**src/rtl/alu_issue_ctrl.sv**
```systemverilog
// Single-issue sequencer for the shared ALU: condition check, ALU_LAT-cycle drive, result/flag capture.
// Optional macro ALU_ISSUE_B2B_EN lets a new request be accepted on the response handshake edge.
module alu_cond_eval (
  input  logic [3:0] cond,
  input  logic [3:0] nzcv,
  output logic       pass
);
  logic n, z, c, v;
  assign {n, z, c, v} = nzcv;

  always_comb begin
    pass = 1'b1;
    case (cond)
      4'h0: pass = z;
      4'h1: pass = !z;
      4'h2: pass = c;
      4'h3: pass = !c;
      4'h4: pass = n;
      4'h5: pass = !n;
      4'h6: pass = v;
      4'h7: pass = !v;
      4'h8: pass = c && !z;
      4'h9: pass = !c || z;
      4'hA: pass = (n == v);
      4'hB: pass = (n != v);
      4'hC: pass = !z && (n == v);
      4'hD: pass = z || (n != v);
      default: pass = 1'b1;
    endcase
  end
endmodule

module alu_issue_ctrl #(
  parameter int DATA_W  = 32,
  parameter int CTL_W   = 11,
  parameter int ALU_LAT = 1
) (
  input  logic              clk,
  input  logic              reset_n,
  input  logic              req_valid,
  output logic              req_ready,
  input  logic [CTL_W-1:0]  req_ctl,
  input  logic [3:0]        req_cond,
  input  logic              req_setf,
  input  logic [DATA_W-1:0] req_a,
  input  logic [DATA_W-1:0] req_b,
  output logic [CTL_W-1:0]  alu_ctl,
  output logic [DATA_W-1:0] alu_a,
  output logic [DATA_W-1:0] alu_b,
  input  logic [DATA_W-1:0] alu_result,
  input  logic [3:0]        alu_nzcv,
  output logic              rsp_valid,
  input  logic              rsp_ready,
  output logic [DATA_W-1:0] rsp_data,
  output logic              rsp_exec,
  output logic [3:0]        cpsr_nzcv
);
  // ALU_LAT is capped at 4, so a 2-bit down-counter covers every legal setting
  localparam int CNT_W = 2;
  localparam logic [CNT_W-1:0] CNT_INIT = CNT_W'(ALU_LAT - 1);

  if (ALU_LAT < 1 || ALU_LAT > 4) begin : g_bad_lat
    $error("alu_issue_ctrl: ALU_LAT must be in 1..4");
  end

  typedef enum logic [1:0] {IDLE, EXEC, RESP} state_t;

  state_t              state_q, state_d;
  logic [CNT_W-1:0]    cnt_q, cnt_d;
  logic [CTL_W-1:0]    ctl_q, ctl_d;
  logic [DATA_W-1:0]   a_q, a_d, b_q, b_d;
  logic                setf_q, setf_d;
  logic [DATA_W-1:0]   rsp_data_d;
  logic                rsp_exec_d;
  logic [3:0]          cpsr_d;
  logic                cond_pass;
  logic                accept;
  logic                commit;
  logic                logical_op;

  alu_cond_eval u_cond (
    .cond (req_cond),
    .nzcv (cpsr_nzcv),
    .pass (cond_pass)
  );

  // Compare-type ops always write flags; logical ops leave C and V untouched
  assign commit = setf_q || (ctl_q == CTL_W'(8)) || (ctl_q == CTL_W'(9)) || (ctl_q == CTL_W'(10));
  assign logical_op = (ctl_q == CTL_W'(3)) || (ctl_q == CTL_W'(4)) || (ctl_q == CTL_W'(5)) ||
                      (ctl_q == CTL_W'(9)) || (ctl_q == CTL_W'(10)) || (ctl_q == CTL_W'(11));

  always_comb begin
    state_d    = state_q;
    cnt_d      = cnt_q;
    ctl_d      = ctl_q;
    a_d        = a_q;
    b_d        = b_q;
    setf_d     = setf_q;
    rsp_data_d = rsp_data;
    rsp_exec_d = rsp_exec;
    cpsr_d     = cpsr_nzcv;
    req_ready  = 1'b0;
    rsp_valid  = 1'b0;
    alu_ctl    = '0;
    alu_a      = '0;
    alu_b      = '0;
    accept     = 1'b0;

    case (state_q)
      IDLE: req_ready = 1'b1;
      EXEC: begin
        alu_ctl = ctl_q;
        alu_a   = a_q;
        alu_b   = b_q;
        if (cnt_q == '0) begin
          rsp_data_d = alu_result;
          rsp_exec_d = 1'b1;
          state_d    = RESP;
          if (commit) begin
            cpsr_d = logical_op ? {alu_nzcv[3:2], cpsr_nzcv[1:0]} : alu_nzcv;
          end
        end else begin
          cnt_d = cnt_q - CNT_W'(1);
        end
      end
      RESP: begin
        rsp_valid = 1'b1;
`ifdef ALU_ISSUE_B2B_EN
        req_ready = rsp_ready;
`endif
        if (rsp_ready) state_d = IDLE;
      end
      default: state_d = IDLE;
    endcase

    accept = req_valid && req_ready;
    if (accept) begin
      ctl_d  = req_ctl;
      a_d    = req_a;
      b_d    = req_b;
      setf_d = req_setf;
      if (cond_pass) begin
        state_d = EXEC;
        cnt_d   = CNT_INIT;
      end else begin
        // Squashed ops skip the ALU entirely and report a zero result
        state_d    = RESP;
        rsp_data_d = '0;
        rsp_exec_d = 1'b0;
      end
    end
  end

  always_ff @(posedge clk or negedge reset_n) begin
    if (!reset_n) begin
      state_q   <= IDLE;
      cnt_q     <= '0;
      ctl_q     <= '0;
      a_q       <= '0;
      b_q       <= '0;
      setf_q    <= 1'b0;
      rsp_data  <= '0;
      rsp_exec  <= 1'b0;
      cpsr_nzcv <= '0;
    end else begin
      state_q   <= state_d;
      cnt_q     <= cnt_d;
      ctl_q     <= ctl_d;
      a_q       <= a_d;
      b_q       <= b_d;
      setf_q    <= setf_d;
      rsp_data  <= rsp_data_d;
      rsp_exec  <= rsp_exec_d;
      cpsr_nzcv <= cpsr_d;
    end
  end
endmodule

```
**config.mk**
```make
export PLATFORM = sky130hd
export DESIGN_NAME = alu_issue_ctrl
export DESIGN_NICKNAME = d
export VERILOG_FILES = /design/src/rtl/alu_issue_ctrl.sv
export SDC_FILE = /design/constraint.sdc
export NUM_CORES = 1
export LEC_CHECK = 0
export BUFFER_PORTS_ARGS = -buffer_cell sky130_fd_sc_hd__buf_2
export CAP_MARGIN = 20
export CORE_ASPECT_RATIO = 1.4
export CORE_MARGIN = 2
export CORE_UTILIZATION = 30
export DETAILED_ROUTE_END_ITERATION = 10
export PLACE_DENSITY_LB_ADDON = 0.2
export REMOVE_ABC_BUFFERS = 1
export SKIP_LAST_GASP = 1
export SYNTH_ARGS = -nofsm -noshare
export SYNTH_HDL_FRONTEND = slang
export SYNTH_HIERARCHICAL = 1
export SYNTH_SLANG_ARGS = --single-unit
```
**constraint.sdc**
```tcl
create_clock -name clk -period 4.1 [get_ports clk]
set_input_delay 0 -clock clk [delete_from_list [all_inputs] [get_ports clk]]
set_output_delay 0 -clock clk [all_outputs]
set_load 0.1 [all_outputs]
```
# Word-level counts from Yosys, hierarchy flattened
# Cells that the tools add are included.
totals:
  ff_bits: 117
  latchBits: 0
  mem_bits_rw: 0
  romBits: 0
  inputBits: 120
  output_inout_bits: 114
  n_memories: 0
op_classes:
  addsub: 1
  n_mul: 0
  div: 0
  magnitude_cmp: 0
  n_eq_ne: 27
  n_shift: 0
  n_mux: 23
  n_bitwise: 1
  n_reduce_logical: 23
ops:
  columns: ["cell", "n"]
  rows:
  - ["$mux 32", 6]
  - ["$eq 11x4->1 const B", 4]
  - ["$eq 4x4->1 const B", 6]
  - ["$eq 11x3->1 const B", 2]
  - ["$eq 4x3->1 const B", 4]
  - ["$mux 2", 8]
  - ["$pmux 1 s14", 1]
  - ["$eq 11x2->1 const B", 1]
  - ["$mux 11", 1]
  - ["$logic_or 1x1->1", 10]
  - ["$eq 4x2->1 const B", 2]
  - ["$mux 1", 6]
  - ["$ne 3x3->1 const B", 2]
  - ["$pmux 2 s3", 1]
  - ["$reduce_and 3->1", 2]
  - ["$eq 4x1->1 const B", 1]
  - ["$logic_not 1->1", 4]
  - ["$logic_not 2->1", 2]
  - ["$logic_not 4->1", 1]
  - ["$reduce_and 4->1", 1]
  - ["$logic_and 1x1->1", 3]
  - ["$eq 2x1->1 const B", 1]
  - ["$eq 2x2->1 const B", 1]
  - ["$ne 2x2->1 const B", 1]
  - ["other kinds (4)", 4]

# Logic depth before layout (Yosys ltp)
depth:
  depth_word: 8
  depth_mapped: 9
  ltp_nobuf: 7

# Modules after synthesis
# Netlist, hierarchy kept.
by_module_without_submodules:
  columns: ["mod", "n_inst", "cells_each", "area_each_um2"]
  rows:
  - ["alu_issue_ctrl", 1, 427, 5057.4]
  - ["alu_cond_eval", 1, 23, 165.2]

# Worst setup path after synthesis
# OpenSTA, ideal clock, no wires.
synth_timing:
  path_kind: "register to register"
  start: "register state_q[0]"
  end: "register a_q[18]"
  setup_time_ps: 125
  t_arrival_ps: 2653
  t_required_ps: 3975
  setup_slack_ps: 1321
  stages_incl_launch_ff: 7
  path_buffers: 3
  cell_sequence: "dfrtp_1 > nor2_1 > and2_1 > buf_4 > buf_6 > buf_6 > mux2_4"
synth_between:
  elab_chain_len: 3
synth_rtl:
  columns: ["item", "line", "text"]
  rows:
  - ["from (decl)", "68", "state_t state_q, state_d;"]
  - ["from (signal assigned)", "166", "state_q <= state_d;"]
  - ["$logic_not 2->1", "109", "case (state_q)"]
  - ["$mux 1", "109", null]
  - ["named net req_ready", "41", "output logic req_ready,"]
  - ["$logic_and 1x1->1", "136", "accept = req_valid && req_ready;"]
  - ["to (signal assigned)", "159", "a_q <= '0;"]
  - ["to (signal assigned)", "169", "a_q <= a_d;"]
  - ["to (decl)", "71", "logic [DATA_W-1:0] a_q, a_d, b_q, b_d;"]
# The timed path passes the listed nets, and every way through them passes these cells.
# A chain may end at the register's enable or synchronous reset.

# Worst setup path after layout
layout_timing:
  start: "register state_q[1]"
  end: "output port alu_b[22]"
layout_between:
  elab_chain_len: 2
layout_rtl:
  columns: ["item", "line", "text"]
  rows:
  - ["$eq 2x1->1", "109", null]
  - ["$mux 32", "109", null]
  - ["to (decl)", "49", "output logic [DATA_W-1:0] alu_b,"]
# Every way passes these cells.

==> flow_summary.toml <==
[cells_and_area]
fin_nets = 915
final_cells = 1043
drive_gt1_frac = 0.445
stdcell_area_mm2 = 0.00838
nFillCells = 1583
area_delta_synth_final_pct = 60.4
antennaDiodeCount = 0

[logic_synthesis]
yosysWarnings = 6
synthesis.area_mm2 = 0.00522
synthArstFlopShare = 1.00
synth_edf_count = 0
yosysSeqAreaShare = 0.561
avgSynthCellArea_um2 = 11.6
synth_flop_cell = "dfrtp_1"
ys_seq_elements = 117
synthCells = 450
yosysUniqueCellTypes = 33

[global_route]
grt_pass1_vias = 4939
gr-usage-all-layers = 0.164
grt_max_degree = 66
grt_pass1_wl_um = 23800
antenna_found_initial = 0
overflow = 0

[sta]
finalHoldViolations = 0
clock_skew_ns = 0.00534
worst_slew_pin_slew_ns = 0.850
setup_viol = 0
period_share = 0.621
period_needed_ns = 2.55
rsz0062_at_grt = "false"
maxSlewViolCount = 0
fmax_mhz = 393
slew_headroom = 0.433

[critical_path]
worstPathRequired_ns = 4.10
cp_slowest_cell = "nor2b_4"
cp-startpoint = "state_q[1]"
cp_data_arrival_time_ns = 2.55
r2r_start = "state_q[1]"
endpoint_kind = "output port"
timing.setup.critical_path_class = "reg2out"
crit_family = "buffers and inverters"
path_max_fanout = 40
path_buf_inv = 2
critPathMaxStageDelay_ns = 0.62
crit_chain = "nor2b_4 > buf_4 > and2_1 > buf_2"
worst_setup_path_start_kind = "flop"

[placed_design]
dp_cells = 898
postPlaceCellArea_mm2 = 0.00662
place_congestion = 0.726
port_buffers = 233
hpwl_um = 10000

[route]
drc = 0
first_iter_violations = 114
vias_per_cell = 4.44
first_pass_iters = 4
wl_um = 15000
vias = 4629
post_drt_wl_per_cell_um = 14.4
final_antenna_net_count = 0

[flow_run]
drv_cap = 0

[die]
die-area_mm2 = 0.0185
start_util = 0.304
fp.dieH_um = 160
rows = 57
die-width_um = 116
core_area_mm2 = 0.0172
io_pins = 234

[power]
vdd_ir_drop_max_mv = 0.510
clkPwrFrac = 0.212
p_leak_nw = 4.12
p_per_area_mw_per_mm2 = 880
switching_share = 0.502
p_seq_frac = 0.271
power.internal_mw = 3.67
switchingPower_mw = 3.70
power_frac_comb = 0.517

[clock_network]
clock-sinks = 117
clk_root_buffer_cell = "clkbuf_16"
clk_latency_ns = 0.41
post_cts_buffers = 0
cts_tree = "built"
cts_hold_buffers = 114
cts_resized = 0
htree_num_levels = 4
cts_made_buffers = 17
clockBufferDepth = 2
path_clk_slew_ns = 0.05

[hold_path]
worstHoldStart = "req_valid"
min_path_type = "in2reg"

[status]
status = "completed"
## worst min-delay path: cells and delay by family
| kind | cells | cell delay (ns) |
|---|---|---|
| AO/OA/AOI/OAI | 2 | 0.19 |
| buffers and inverters | 1 | 0.11 |
| AND/OR/NAND/NOR | 1 | 0.13 |
## logic make-up after synthesis
kind of cell	after synthesis	synth area share
AND/OR/NAND/NOR	167	0.168
flip-flops	117	0.561
multiplexers	81	0.179
adder cells (fa/ha/maj)	1	0.00216
buffers and inverters	30	0.0287
AO/OA/AOI/OAI	50	0.0539
XOR/XNOR	4	0.00671
## Yosys cell counts, types with 3 or more instances
cell	count	area, µm²
mux2_4	7	105
xnor2_1	4	35.0
nor2_1	5	18.8
a21oi_1	38	190
nor2b_1	6	37.5
nand2_1	69	259
o21ai_0	4	20.0
dfrtp_1	117	2930
and2_1	76	475
buf_2	9	45.0
nor3b_1	4	30.0
mux2_2	73	822
buf_4	3	22.5
clkbuf_1	13	48.8
## placed cells by master, fill, tap and decap left out, drive strengths merged, types with 2 or more instances in the layout
cell type,count
buf,240
dfrtp,117
dlygate4sd3,114
mux2,80
and2,76
nand2,69
a21oi,38
clkbuf,18
nor2b,6
clkinv,6
nor2,5
nor3b,4
o21ai,4
bufinv,4
xnor2,4
inv,3
nor3,3
nand2b,2
clkinvlp,2
## power by group through the flow
stage / registers [mW] / logic (mW) / clock network, mW
after floorplan: 3.00 / 2.07 / 0
after global routing: 2.08 / 3.99 / 1.66
after CTS: 2.00 / 3.84 / 1.60
final: 2.00 / 3.81 / 1.56
after detailed placement: 2.02 / 3.75 / 0
after global placement: 1.98 / 3.70 / 0
## cell type report
| class | instances | area, µm² | area share |
|---|---|---|---|
| inverter | 2 | 7.51 | 0.000896 |
| clock buffer | 18 | 439 | 0.0524 |
| tap | 236 | 295 | 0.0352 |
| multi-input combinational | 303 | 2160 | 0.257 |
| clock inverter | 13 | 181 | 0.0217 |
| sequential | 117 | 2930 | 0.349 |
| timing repair buffer | 354 | 2370 | 0.283 |
## per-stage QoR
| step | TNS [ns] | setup slack [ns] | hold slack [ns] | total power [mW] | util |
|---|---|---|---|---|---|
| floorplan | -56.66 | -1.21 | -0.296 | 5.07 | - |
| global placement | 0 | 1.88 | 0.155 | 5.68 | 0.384 |
| detailed placement | 0 | 1.84 | 0.162 | 5.77 | 0.385 |
| CTS | 0 | 1.49 | 0.0358 | 7.45 | 0.487 |
| global route | 0 | 1.35 | 0.0698 | 7.74 | 0.487 |
| finish | 0 | 1.55 | 0.0602 | 7.37 | 0.487 |
## routing by layer
metal,track usage,wire length (µm),vias up
met1,0.169,5550,2283
li1,-,-,2192
met3,0.0376,677,20
met2,0.316,8500,134
met4,0.0591,271,0
met5,0,0,-
## path summary, 6_finish.rpt
check                          endpoint  slack [ns]  cells past startpoint
setup reg to reg                a_q[31]        1.84                      4
hold / removal               state_q[1]        0.06                      4
setup / recovery              alu_b[22]        1.55                      4
max in group asynchronous  rsp_data[16]        2.89                      3
min in group asynchronous       b_q[12]        0.24                      2
hold reg to reg                  b_q[0]        0.49                      1
## sequential cells by signal (all words and copies together) (netlist names)
signal / cells
cpsr_nzcv: 4
state_q: 2
a_q: 32
cnt_q: 2
rsp_data: 32
b_q: 32
rsp_exec: 1
ctl_q: 11
setf_q: 1
No activity file was read; power rests on OpenSTA's default activity.
